==> src/rtl/mpc_mac_acc_29s.sv <==
// Dot-product accumulator behind the 21s x 7u DSP48 multiplier: aligns tags with the product,
// sums each first..last run, rescales, and holds the result in a valid/ready register.
// Optional `MPC_ACC_SAT_EN clamps the result to OUT_W bits; otherwise the result wraps.
module mpc_mac_acc_29s #(
    parameter int MUL_LAT = 4,
    parameter int P_W     = 29,
    parameter int ACC_W   = 36,
    parameter int SHIFT   = 6,
    parameter int OUT_W   = 24
) (
    input  logic             clk,
    input  logic             rst,
    input  logic             ce,
    input  logic             in_valid,
    input  logic             in_first,
    input  logic             in_last,
    input  logic [P_W-1:0]   p,
    output logic [OUT_W-1:0] out_data,
    output logic             out_sat,
    output logic             out_valid,
    input  logic             out_ready,
    input  logic             clr_err,
    output logic             err_ovf,
    output logic             err_seq
);

    typedef struct packed {
        logic valid;
        logic first;
        logic last;
    } tag_t;

    tag_t                     tag_pipe [MUL_LAT];
    tag_t                     tag_out;
    logic signed [ACC_W-1:0]  acc;
    logic signed [ACC_W-1:0]  acc_n;
    logic signed [ACC_W-1:0]  p_ext;
    logic                     sum_open;
    logic                     acc_step;
    logic                     load;
    logic                     seq_evt;
    logic                     ovf_evt;
    logic [OUT_W-1:0]         r_data;
    logic                     r_sat;

    assign tag_out = tag_pipe[MUL_LAT-1];

    // Tag delay line mirrors the multiplier pipeline so the last stage lines up with p.
    always_ff @(posedge clk or negedge rst) begin
        if (!rst) begin
            for (int i = 0; i < MUL_LAT; i++) tag_pipe[i] <= '0;
        end else if (ce) begin
            // NOTE: non-blocking so every stage samples its neighbour's pre-edge value.
            tag_pipe[0] <= '{valid: in_valid, first: in_first, last: in_last};
            for (int i = 1; i < MUL_LAT; i++) tag_pipe[i] <= tag_pipe[i-1];
        end
    end

    always_comb begin
        // NOTE: every combinational output gets a default first so no latch can be inferred.
        p_ext    = {{(ACC_W-P_W){p[P_W-1]}}, p};
        acc_step = ce & tag_out.valid;
        acc_n    = tag_out.first ? p_ext : acc + p_ext;
        load     = acc_step & tag_out.last;
        seq_evt  = acc_step & tag_out.first & sum_open;
        ovf_evt  = load & out_valid & ~out_ready;
    end

`ifdef MPC_ACC_SAT_EN
    localparam logic signed [ACC_W-1:0] R_MAX = ACC_W'((64'sd1 <<< (OUT_W-1)) - 64'sd1);
    localparam logic signed [ACC_W-1:0] R_MIN = ~R_MAX;

    logic signed [ACC_W-1:0] r_full;

    always_comb begin
        r_full = acc_n >>> SHIFT;
        r_data = r_full[OUT_W-1:0];
        r_sat  = 1'b0;
        if (r_full > R_MAX) begin
            r_data = R_MAX[OUT_W-1:0];
            r_sat  = 1'b1;
        end else if (r_full < R_MIN) begin
            r_data = R_MIN[OUT_W-1:0];
            r_sat  = 1'b1;
        end
    end
`else
    // Arithmetic shift then truncation is just a bit-slice of the sum.
    always_comb begin
        r_data = acc_n[SHIFT +: OUT_W];
        r_sat  = 1'b0;
    end
`endif

    always_ff @(posedge clk or negedge rst) begin
        if (!rst) begin
            acc      <= '0;
            sum_open <= 1'b0;
        end else if (acc_step) begin
            if (tag_out.last) begin
                acc      <= '0;
                sum_open <= 1'b0;
            end else begin
                acc      <= acc_n;
                sum_open <= 1'b1;
            end
        end
    end

    // Output register runs every clk regardless of ce; a load beats a same-cycle accept.
    always_ff @(posedge clk or negedge rst) begin
        if (!rst) begin
            out_data  <= '0;
            out_sat   <= 1'b0;
            out_valid <= 1'b0;
            err_ovf   <= 1'b0;
            err_seq   <= 1'b0;
        end else begin
            if (load) begin
                out_data  <= r_data;
                out_sat   <= r_sat;
                out_valid <= 1'b1;
            end else if (out_valid && out_ready) begin
                out_valid <= 1'b0;
            end
            err_ovf <= ovf_evt | (err_ovf & ~clr_err);
            err_seq <= seq_evt | (err_seq & ~clr_err);
        end
    end

endmodule
==> config.mk <==
export PLATFORM = sky130hd
export DESIGN_NAME = mpc_mac_acc_29s
export DESIGN_NICKNAME = d
export VERILOG_FILES = /design/src/rtl/mpc_mac_acc_29s.sv
export SDC_FILE = /design/constraint.sdc
export NUM_CORES = 1
export LEC_CHECK = 0
export ABC_AREA = 1
export CORE_UTILIZATION = 57
export CTS_CLUSTER_DIAMETER = 80
export DETAILED_ROUTE_END_ITERATION = 10
export PLACE_DENSITY_LB_ADDON = 0.05
export SYNTH_ARGS = -nofsm -noshare
export SYNTH_HDL_FRONTEND = slang
export SYNTH_SLANG_ARGS = --single-unit
==> constraint.sdc <==
create_clock -name clk -period 2.4 [get_ports clk]
set_clock_uncertainty 0.1 [all_clocks]
set_input_delay 0.48 -clock clk [delete_from_list [all_inputs] [get_ports clk]]
set_output_delay 0.48 -clock clk [all_outputs]
set_load 0.005 [all_outputs]
==> implementation parameters, run 1 <==
Parameter                              Value

Placement
  Hpwl dp ... 11.3 mm
  Number of I/O port buffers ... 63
  Final weighted congestion of routability-driven global placement ... 0.959

Clocking
  Clock buffers created by TritonCTS ... 9
  TritonCTS clock tree ... built
  Source-to-sink clock delay at the later pin of the worst-skew pair ... 0.36 ns
  Clk sinks ... 70
  Clock tree root buffer cell ... sky130_fd_sc_hd__clkbuf_8
  Number of levels the H-tree was split into ... 3
  Clock input transition at the sequential cells of the worst setup and hold paths ... roughly 0.090 ns
  Count of hold-fix buffers inserted at cts ... 0
  Maximum count of clock buffers along a single path ... 2

Setup path
  Category of the critical setup timing path ... in2reg
  WP data arrival ... 2.47 ns
  Endpoint kind of the worst setup timing path ... flop
  Largest fanout on the critical path ... 4
  Critical path data required time ... roughly 2.5 ns
  CP startpoint kind ... primary input

Final layout
  Ant. Diodes ... 0
  Share of layout cells above drive strength 1 ... 15.6%
  Sequential standard cell area ... 1750 sq um
  # fillers ... 697
  Total area of multi-input combinational cells ... 3080 sq um
  Area growth from synthesis to layout ... 30.7%
  Total number of nets in the final design ... 981
  Leading cell type in the layout, fill and taps excluded ... sky130_fd_sc_hd__nand2_1
  Most used cells in the layout excluding fill and tap cells ... sky130_fd_sc_hd__nand2_1 (329), sky130_fd_sc_hd__inv_1 (105), sky130_fd_sc_hd__dfrtp_1 (70)

Routing
  Via count ... 5,379
  Detailed-route DRC error count ... 0
  Routed vias/inst ... roughly 5.2
  1st-pass router iterations ... 5
  Routed length per placed instance ... 14.6 um
  Routed wire length ... 15.0 mm
  Number of nets still failing antenna checks after routing ... 0
  DRC marker count from the first detailed-route iteration ... 328

Synthesis
  Synth async-reset ratio ... between 90% and 100%
  Number of enable flip-flop cells after synthesis ... 0
  Cell type with the highest aggregate area in the netlist ... sky130_fd_sc_hd__dfrtp_1
  Count of unique library cells instantiated by Yosys ... 38
  Top flip-flop cell by instance count after synthesis ... sky130_fd_sc_hd__dfrtp_1
  Synth Area per Inst ... around 6.5 sq um
  Sequential cell area fraction in the yosys report ... 34.0%
  Net Count, Synth ... 863
  Total of flip-flops plus latches after synthesis ... 70
  Post-synthesis cell count ... 796
  Count of yosys warnings during synthesis ... 0
  Post-synth top area share ... 34.0%
  Synthesized area ... between 5000 and 6000 sq um
  Synth top area cells ... sky130_fd_sc_hd__dfrtp_1 (34%), sky130_fd_sc_hd__nand2_1 (25%), sky130_fd_sc_hd__inv_1 (7.7%), sky130_fd_sc_hd__ha_1 (7.1%), sky130_fd_sc_hd__nand3_1 (5.7%)

Timing
  Fmax ... 430 MHz
  Count of final setup violators ... 0
  Setup TNS ... 0 ns
  Min cycle time layout ... 2.32 ns
  Total count of hold-check failures in the final report ... 0
  WHS ... 0.0387 ns
  Slew Viols, Final ... 0
  Slew of the pin with the lowest slew margin ... 0.718 ns
  Slew HR ... 52.1%
  Period utilisation layout ... a little over nine tenths

Global route
  Global-route wire length before repair ... ~25 mm
  Initial antenna violation count ... 0
  Maximum number of pins on one net before global-route repair ... 46
  GR Util All Layers ... between 30% and 40%
  Number of global-route vias before repair ... between 5k and 6k
  Residual overflow from global routing ... 0

Job
  Number of max-capacitance violations reported ... 0

Worst hold path
  Type of the worst min-delay path ... in2async

Die
  Io pins ... 65
  Effective utilization at floorplan ... approximately three fifths
  Full die area ... approximately 9400 sq um
  # rows ... 34
  Horizontal die dimension ... 97.0 um
  Area inside the core boundary ... slightly below 9000 sq um
  Die outline height ... 97.0 um

Power and ir drop
  Highest ir drop seen on vdd ... roughly 630 uV
  Total power draw ... 6.88 mW
  Power density of the placed cells ... 1020 nW/um^2
  Leak Pwr ... 3.72 nW

Outcome
  Outcome ... finished clean
registers in the layout, summed over array words and instances, names as in the netlist:
signal and count:
acc 30, tag_out 3, err_ovf 1, tag_pipe 9
err_seq 1, sum_open 1, out_data 24, out_valid 1
report_power, final:
group	switching, mW	leakage, nW	total, mW	internal, mW
logic	2.10	2.73	3.95	1.84
clock network	0.547	0.106	1.07	0.528
registers	0.273	0.878	1.86	1.59
total	2.92	3.72	6.88	3.96
worst paths after layout:
path | depth (start not counted) | end | from | slack, ns
worst max register to register | 16 | acc[14] | acc[0] | 0.26
worst min-delay path | 1 | acc[1] | rst | 0.04
worst min register to register | 2 | out_data[17] | out_data[17] | 0.39
min in group clk | 3 | acc[0] | p[0] | 0.36
max in group asynchronous | 2 | tag_out[0] | rst | 1.48
worst max-delay path | 12 | out_data[12] | p[8] | 0.08
critical path, cell delays in order:
cell	delay, ns
sky130_fd_sc_hd__clkdlybuf4s50_1	0.49
sky130_fd_sc_hd__ha_2	0.33
sky130_fd_sc_hd__nand2_2	0.11
sky130_fd_sc_hd__inv_2	0.04
sky130_fd_sc_hd__a21oi_1	0.24
sky130_fd_sc_hd__nand3_2	0.18
sky130_fd_sc_hd__nand2_1	0.14
sky130_fd_sc_hd__nand2_1	0.07
sky130_fd_sc_hd__nand2_1	0.06
sky130_fd_sc_hd__nand3_1	0.10
sky130_fd_sc_hd__o211ai_1	0.14
sky130_fd_sc_hd__nand2_1	0.08
timing repair:
action | CTS | global route
pin swaps | 0 | 7
endpoints found under the setup margin | 6 | 41
setup buffers | 0 | 1
endpoints found under the hold margin | 0 | 0
gates resized for setup | 3 | 40
area by class of cell:
class | instances | area share [%]
clock inverters | 6 | 1.12
clock buffers | 10 | 2.05
multi-input cells | 594 | 45.8
repair buffers | 127 | 16.7
flip-flops and latches | 70 | 26.0
inverters | 112 | 6.25
well taps | 108 | 2.01
Yosys cell counts, drive strengths merged (5+ instances only):
master / instances
clkbuf: 9
ha: 29
o21bai: 5
a21oi: 24
o21ai: 30
buf: 11
nand2: 340
nor2: 60
or2: 13
inv: 112
dfrtp: 70
o211ai: 6
nand3: 62
logic make-up (layout without fill, tap and decap cells):
logic type / count (synthesis) / count (layout) / share of synthesized area, %
muxes: 3 / 3 / 0.632
adders and majority gates: 30 / 30 / 7.44
DFF: 70 / 70 / 34.0
other: 1 / 1 / 0.0729
and+or+nand+nor: 484 / 484 / 38.8
buffers and inverters: 132 / 255 / 10.2
xor gates and xnor gates: 7 / 7 / 1.19
AOI/OAI and AO/OA: 69 / 69 / 7.61
metal layers:
layer | routed length, um | part of all wire [%] | track usage, % | vias to the layer above
li1 | - | - | - | 2696
met1 | 6910 | 46 | 43.4 | 2525
met2 | 7200 | 48 | 54.3 | 137
met3 | 674 | 4.5 | 4.41 | 21
met4 | 255 | 1.7 | 10.2 | 0
met5 | 0 | 0 | 0 | -
through the flow:
step	worst slack, ns	area [sq um]	utilization [%]	instances
CTS	0.0111	6510	74.6	1026
finish	0.0767	6730	77.1	1027
detailed placement	-0.400	6290	72.1	1010
floorplan	0.302	5140	-	796
global placement	-0.491	6290	72.1	1010
global route	-0.0138	6730	77.1	1027
No activity file was read; power rests on OpenSTA's default activity.
==> inputs of run 2 (changes only) <==
Settings changed: ABC_AREA 1 to default, CORE_UTILIZATION 57 to 60, DONT_BUFFER_PORTS from default to 1, SLEW_MARGIN from default to 40.
==> implementation parameters, run 2 <==
Parameter                              Value

Timing
  Min cycle time layout ... 2.84 ns (was 2.32 ns)
  Setup TNS ... -11.93 ns (was 0 ns)
  PnR worst setup slack ... -0.440 ns (was 0.0767 ns)
  Total count of hold-check failures in the final report ... 0 (unchanged)
  Unrepaired setup endpoints after global routing ... true
  Fmax ... 352 MHz (was 430 MHz)
  Count of final setup violators ... 42 (was 0)
  Period utilisation layout ... 118% (was 96.8%)
  Slew Viols, Final ... 0 (unchanged)
  WHS ... 0.0930 ns (was 0.0387 ns)

Clocking
  Source-to-sink clock delay at the later pin of the worst-skew pair ... 0.37 ns (was 0.36 ns)
  TritonCTS clock tree ... built (unchanged)
  Clock buffers created by TritonCTS ... 9 (unchanged)
  Clock tree root buffer cell ... sky130_fd_sc_hd__clkbuf_8 (unchanged)
  Clk sinks ... 70 (unchanged)
  Maximum count of clock buffers along a single path ... 2 (unchanged)
  Number of levels the H-tree was split into ... 3 (unchanged)
  Clock input transition at the sequential cells of the worst setup and hold paths ... 0.09 ns (about the same)

Placement
  Hpwl dp ... 9.15 mm (was 11.3 mm)
  Placement Setup Slack ... -0.470 ns (was -0.400 ns)
  Final weighted congestion of routability-driven global placement ... 0.902 (was 0.959)
  Cell Count Post-Placement ... 684 (was 1,010)
  Placed standard-cell area ... 5410 sq um (was 6290 sq um)
  Number of I/O port buffers ... 0 (was 63)

Global route
  Number of global-route vias before repair ... 4,615 (was 5,363)
  Residual overflow from global routing ... 0 (unchanged)
  Global-route wire length before repair ... 22.3 mm (was 24.8 mm)
  GR Util All Layers ... 34.6% (was 32.4%)
  Initial antenna violation count ... 0 (unchanged)
  Maximum number of pins on one net before global-route repair ... 71 (was 46)

Synthesis
  Total of flip-flops plus latches after synthesis ... 70 (unchanged)
  Cell type with the highest aggregate area in the netlist ... sky130_fd_sc_hd__dfrtp_1 (unchanged)
  Synth Area per Inst ... 8.73 sq um (was 6.46 sq um)
  Sequential cell area fraction in the yosys report ... 37.7% (was 34.0%)
  Count of yosys warnings during synthesis ... 0 (unchanged)
  Synthesized area ... 4650 sq um (was 5140 sq um)
  Top flip-flop cell by instance count after synthesis ... sky130_fd_sc_hd__dfrtp_1 (unchanged)
  Post-synth top area share ... 37.7% (was 34.0%)
  Dominant cell by count in the synthesized netlist ... sky130_fd_sc_hd__nand2_1 (unchanged)
  Synth top area cells ... sky130_fd_sc_hd__dfrtp_1 (38%), sky130_fd_sc_hd__ha_1 (7.8%), sky130_fd_sc_hd__nand2_1 (6.2%), sky130_fd_sc_hd__o21ai_0 (5.4%), sky130_fd_sc_hd__a21oi_1 (3.6%) (was sky130_fd_sc_hd__dfrtp_1 (34%), sky130_fd_sc_hd__nand2_1 (25%), sky130_fd_sc_hd__inv_1 (7.7%), sky130_fd_sc_hd__ha_1 (7.1%), sky130_fd_sc_hd__nand3_1 (5.7%))
  Count of unique library cells instantiated by Yosys ... 69 (was 38)
  Number of enable flip-flop cells after synthesis ... 0 (unchanged)
  Net Count, Synth ... 599 (was 863)
  Post-synthesis cell count ... 532 (was 796)
  Most instantiated cells after synthesis ... sky130_fd_sc_hd__nand2_1 (77), sky130_fd_sc_hd__dfrtp_1 (70), sky130_fd_sc_hd__o21ai_0 (50) (was sky130_fd_sc_hd__nand2_1 (338), sky130_fd_sc_hd__inv_1 (106), sky130_fd_sc_hd__dfrtp_1 (70))
  Synth async-reset ratio ... 100% (unchanged)

Routing
  Number of nets still failing antenna checks after routing ... 0 (unchanged)
  Routed length per placed instance ... 19.9 um (was 14.6 um)
  DRC marker count from the first detailed-route iteration ... 329 (was 328)
  Routed wire length ... 14.3 mm (was 15.0 mm)
  1st-pass router iterations ... 6 (was 5)
  Via count ... 4,630 (was 5,379)
  Detailed-route DRC error count ... 0 (unchanged)
  Routed vias/inst ... 6.43 (was 5.24)

Die
  Area inside the core boundary ... 7370 sq um (was 8720 sq um)
  Full die area ... 8100 sq um (was 9410 sq um)
  Horizontal die dimension ... 90.0 um (was 97.0 um)
  Effective utilization at floorplan ... 63.1% (was 59.0%)
  Io pins ... 65 (unchanged)
  # rows ... 31 (was 34)
  Die outline height ... 90.0 um (was 97.0 um)

Power and ir drop
  Highest ir drop seen on vdd ... 941 uV (was 626 uV)
  Power density of the placed cells ... 1340 nW/um^2 (was 1020 nW/um^2)
  Leak Pwr ... 2.80 nW (was 3.72 nW)

Setup path
  CP startpoint kind ... flop (was primary input)
  Crit-path max cell delay ... 0.49 ns (about the same)
  Critical path data required time ... 2.62 ns (was 2.54 ns)
  Category of the critical setup timing path ... reg2reg (was in2reg)
  Series of cell instances along the critical path ... ha_4, inv_2, fa_2, nand2b_4, a21o_1, a2111o_1, a21oi_4, nor3_2, or4_1, nand3_2, mux2_2 (was clkdlybuf4s50_1, ha_2, nand2_2, inv_2, a21oi_1, nand3_2, nand2_1, nand2_1, nand2_1, nand3_1, o211ai_1, nand2_1)
  Largest fanout on the critical path ... 4 (unchanged)
  Library cell contributing the largest single delay on the critical path ... sky130_fd_sc_hd__a2111o_1 (was sky130_fd_sc_hd__clkdlybuf4s50_1)
  Endpoint kind of the worst setup timing path ... flop (unchanged)
  WP data arrival ... 3.06 ns (was 2.47 ns)

Final layout
  Total number of nets in the final design ... 683 (was 981)
  Ant. Diodes ... 0 (unchanged)
  Final non-filler cell area ... 6100 sq um (was 6730 sq um)
  Count of non-filler cells in the finished layout ... 720 (was 1,027)
  Largest registers ranked by flip-flop count ... acc (30), out_data (24), tag_pipe (9) (unchanged)
  Most used cells in the layout excluding fill and tap cells ... sky130_fd_sc_hd__buf_4 (87), sky130_fd_sc_hd__nand2_1 (74), sky130_fd_sc_hd__dfrtp_1 (70) (was sky130_fd_sc_hd__nand2_1 (329), sky130_fd_sc_hd__inv_1 (105), sky130_fd_sc_hd__dfrtp_1 (70))
  Area growth from synthesis to layout ... 31.2% (was 30.7%)
  Biggest register ... acc (unchanged)
  Leading cell type in the layout, fill and taps excluded ... sky130_fd_sc_hd__buf_4 (was sky130_fd_sc_hd__nand2_1)
  Number of flip-flops under the largest register name ... 30 (unchanged)
  Share of layout cells above drive strength 1 ... 30.8% (was 15.6%)

Outcome
  Violations in the final reports ... negative setup slack
  Outcome ... complete, but fails checks (was finished clean)

Worst hold path
  Type of the worst min-delay path ... in2reg (was in2async)

Job
  Number of max-capacitance violations reported ... 0 (unchanged)
==> run 2: path summary, 6_finish.rpt <==
kind                                 to  depth (start not counted)         from  slack, ns
min                          tag_out[0]                          1           ce       0.09
max in group asynchronous       acc[28]                          2          rst       1.29
min reg2reg                  tag_out[1]                          2  tag_pipe[4]       0.39
min in group asynchronous       acc[12]                          2          rst       0.59
max reg2reg                out_data[22]                         11       acc[0]      -0.44
max                        out_data[22]                         11       acc[0]      -0.44
==> run 2: worst max-delay path, delay by kind of cell (launching register included) <==
family	cells	cell delay [ns]
fa+ha+maj	2	0.48
buf+inv	1	0.03
flops	1	0.39
simple gates	4	0.77
mux	1	0.14
compound gates	3	0.86
==> run 2: logic make-up after synthesis <==
family                   synth area share, %
AO/OA/AOI/OAI                           24.4
XOR/XNOR                                3.20
adder cells (fa/ha/maj)                 8.24
buffers and inverters                   3.61
flip-flops                              37.7
multiplexers                            4.82
other                                 0.0807
AND/OR/NAND/NOR                         18.0
==> run 2: where the power goes <==
group / internal, mW / switching (mW)
combinational: 2.45 / 2.63
sequential: 1.66 / 0.391
clock: 0.491 / 0.542
total: 4.59 / 3.56
==> run 2: routing by layer <==
metal  track usage (%)  routed length (um)  vias up
met5                 0                   0        -
met4              12.5                 425        0
met3              8.46                 981       47
met2              58.2                7060      223
met1              43.2                5840     2254
li1                  -                   -     2106
==> run 2: final cells by class <==
cell class	count	area [sq um]
clock buffers	9	124
clock inverters	7	78.8
fillers	417	1270
inverters	17	63.8
multi-input cells	419	3150
flip-flops and latches	70	1750
well taps	99	124
repair buffers	99	803
==> run 2: metrics by stage <==
stage	utilization (%)	power, mW
after floorplan	-	4.79
after global placement	73.4	6.10
after detailed placement	73.4	6.27
after CTS	80.1	7.70
after global routing	82.8	8.70
final	82.8	8.16
==> run 2: what timing repair did <==
action	4_1_cts	5_1_grt
gates resized for setup	41	39
setup buffers	13	10
endpoints found under the hold margin	70	0
endpoints found under the setup margin	34	44
hold buffers	2	0
pin swaps	38	24
==> inputs of run 3 (changes only) <==
Settings changed: RECOVER_POWER from default to 25.
==> implementation parameters, run 3 (synthesis gave the netlist of run 2 again) <==
Parameter                              Value

Die
  Effective utilization at floorplan ... 63.1% (unchanged)
  Die outline height ... 90.0 um (unchanged)
  Horizontal die dimension ... 90.0 um (unchanged)
  # rows ... 31 (unchanged)
  Io pins ... 65 (unchanged)
  Area inside the core boundary ... 7370 sq um (unchanged)
  Full die area ... 8100 sq um (unchanged)

Setup path
  Worst-case register-to-register setup slack ... -0.44 ns (about the same)
  Start of the worst register-to-register path ... acc[0] (unchanged)
  Category of the critical setup timing path ... reg2reg (unchanged)
  Largest fanout on the critical path ... 4 (unchanged)
  Critical path data required time ... 2.61 ns (was 2.62 ns)
  WP data arrival ... 3.05 ns (was 3.06 ns)
  Crit path from ... acc[0] (unchanged)
  Endpoint kind of the worst setup timing path ... flop (unchanged)
  Reg-to-Reg End ... out_data[22] (unchanged)
  Worst setup endpoint ... out_data[22] (unchanged)
  Number of cells on the worst reg-to-reg path ... 11 (unchanged)
  CP startpoint kind ... flop (unchanged)

Routing
  1st-pass router iterations ... 5 (was 6)
  Via count ... 4,656 (was 4,630)
  Routed vias/inst ... 6.47 (was 6.43)
  DRC marker count from the first detailed-route iteration ... 371 (was 329)
  Number of nets still failing antenna checks after routing ... 0 (unchanged)
  Routed length per placed instance ... 19.9 um (about the same)
  Detailed-route DRC error count ... 0 (unchanged)
  Routed wire length ... 14.3 mm (about the same)

Final layout
  Area growth from synthesis to layout ... 30.8% (was 31.2%)
  Total number of nets in the final design ... 683 (unchanged)
  Biggest register ... acc (unchanged)
  Largest registers ranked by flip-flop count ... acc (30), out_data (24), tag_pipe (9) (unchanged)
  Share of layout cells above drive strength 1 ... 30.8% (unchanged)
  # fillers ... 419 (was 417)
  Most used cells in the layout excluding fill and tap cells ... sky130_fd_sc_hd__buf_4 (87), sky130_fd_sc_hd__nand2_1 (74), sky130_fd_sc_hd__dfrtp_1 (70) (unchanged)
  Leading cell type in the layout, fill and taps excluded ... sky130_fd_sc_hd__buf_4 (unchanged)
  Ant. Diodes ... 0 (unchanged)
  Number of flip-flops under the largest register name ... 30 (unchanged)

Placement
  Final weighted congestion of routability-driven global placement ... 0.902 (unchanged)
  Number of I/O port buffers ... 0 (unchanged)
  Hpwl dp ... 9.15 mm (unchanged)

Outcome
  Outcome ... complete, but fails checks (unchanged)
  Violations in the final reports ... negative setup slack (unchanged)

Clocking
  Clock input transition at the sequential cells of the worst setup and hold paths ... 0.09 ns (about the same)
  Clock buffers created by TritonCTS ... 9 (unchanged)
  Clk sinks ... 70 (unchanged)
  Clock tree root buffer cell ... sky130_fd_sc_hd__clkbuf_8 (unchanged)
  Maximum count of clock buffers along a single path ... 2 (unchanged)
  TritonCTS clock tree ... built (unchanged)
  Number of levels the H-tree was split into ... 3 (unchanged)
  Source-to-sink clock delay at the later pin of the worst-skew pair ... 0.37 ns (about the same)

Global route
  Residual overflow from global routing ... 0 (unchanged)
  Maximum number of pins on one net before global-route repair ... 71 (unchanged)
  GR Util All Layers ... 34.6% (unchanged)
  Number of global-route vias before repair ... 4,615 (unchanged)
  Global-route wire length before repair ... 22.3 mm (unchanged)
  Initial antenna violation count ... 0 (unchanged)

Power and ir drop
  Highest ir drop seen on vdd ... 938 uV (was 941 uV)
  Leak Pwr ... 2.79 nW (was 2.80 nW)
  Power density of the placed cells ... 1340 nW/um^2 (about the same)
  Total power draw ... 8.15 mW (was 8.16 mW)

Worst hold path
  Start point of the worst min-delay path ... ce (unchanged)
  Type of the worst min-delay path ... in2reg (unchanged)

Timing
  PnR worst setup slack ... -0.436 ns (was -0.440 ns)
  Count of final setup violators ... 42 (unchanged)
  Unrepaired setup endpoints after global routing ... true (unchanged)
  Min cycle time layout ... 2.84 ns (about the same)
  WHS ... 0.0948 ns (was 0.0930 ns)
  Slew of the pin with the lowest slew margin ... about 0.96 ns
  Period utilisation layout ... 118% (about the same)
  Slew Viols, Final ... 0 (unchanged)
  Slew HR ... 36.1%
  Fmax ... 353 MHz (was 352 MHz)
  Total count of hold-check failures in the final report ... 0 (unchanged)

Job
  Number of max-capacitance violations reported ... 0 (unchanged)
-- run 3: power breakdown --
group          leakage, nW  switching (mW)  internal (mW)
sequential           0.874           0.392           1.66
clock               0.0929           0.540          0.491
combinational         1.82            2.63           2.44
-- run 3: what timing repair did --
| action | CTS | global route |
|---|---|---|
| resized for setup | 41 | 39 |
| hold endpoints to repair | 70 | 0 |
| setup buffers | 13 | 10 |
| setup endpoints to repair | 34 | 44 |
| pin swaps | 38 | 24 |
| hold buffers | 2 | 0 |
-- run 3: worst min-delay path by stage --
| stage | to | slack [ns] | cells after the start |
|---|---|---|---|
| 2_1_floorplan | acc[0] | 0.08 | 0 |
| 3_3_place_gp | acc[5] | 0.09 | 0 |
| 3_5_place_dp | acc[6] | 0.09 | 0 |
| 4_1_cts | tag_out[0] | 0.1 | 1 |
| 5_1_grt | tag_out[0] | 0.09 | 1 |
| 6_report | tag_out[0] | 0.09 | 1 |
-- run 3: through the flow --
step                      setup TNS [ns]  std cells  util, %  instance area, sq um  worst slack, ns
after floorplan                    -2.73        532        -                  4810           -0.377
after global placement             -7.84        684     73.4                  5410           -0.448
after detailed placement           -9.00        684     73.4                  5410           -0.470
after CTS                          -6.83        714     80.1                  5900           -0.407
after global routing              -15.91        720     82.5                  6080           -0.636
final                             -11.95        720     82.5                  6080           -0.436
-- run 3: worst max-delay path, cell delays in order, from the launching register on --
cell	delay, ns
sky130_fd_sc_hd__dfrtp_1	0.39
sky130_fd_sc_hd__ha_4	0.14
sky130_fd_sc_hd__inv_2	0.03
sky130_fd_sc_hd__fa_2	0.34
sky130_fd_sc_hd__nand2b_4	0.15
sky130_fd_sc_hd__a21o_1	0.18
sky130_fd_sc_hd__a2111o_1	0.49
sky130_fd_sc_hd__a21oi_4	0.19
sky130_fd_sc_hd__nor3_2	0.06
sky130_fd_sc_hd__or4_1	0.48
sky130_fd_sc_hd__nand3_2	0.08
sky130_fd_sc_hd__mux2_2	0.14
-- run 3: layout make-up --
type,count,area [sq um],share of cell area (%)
Multi-Input combinational cell,419,3150,51.9
Sequential cell,70,1750,28.8
Timing Repair Buffer,99,783,12.9
Clock buffer,9,124,2.04
Tap cell,99,124,2.04
Clock inverter,7,78.8,1.30
Inverter,17,63.8,1.05
-- run 3: per-layer routing --
metal	GRT usage, %	up-vias	wire length [um]
met2	58.2	248	7050
li1	-	2111	-
met3	8.46	58	1020
met5	0	-	0
met1	43.2	2239	5780
met4	12.5	0	464
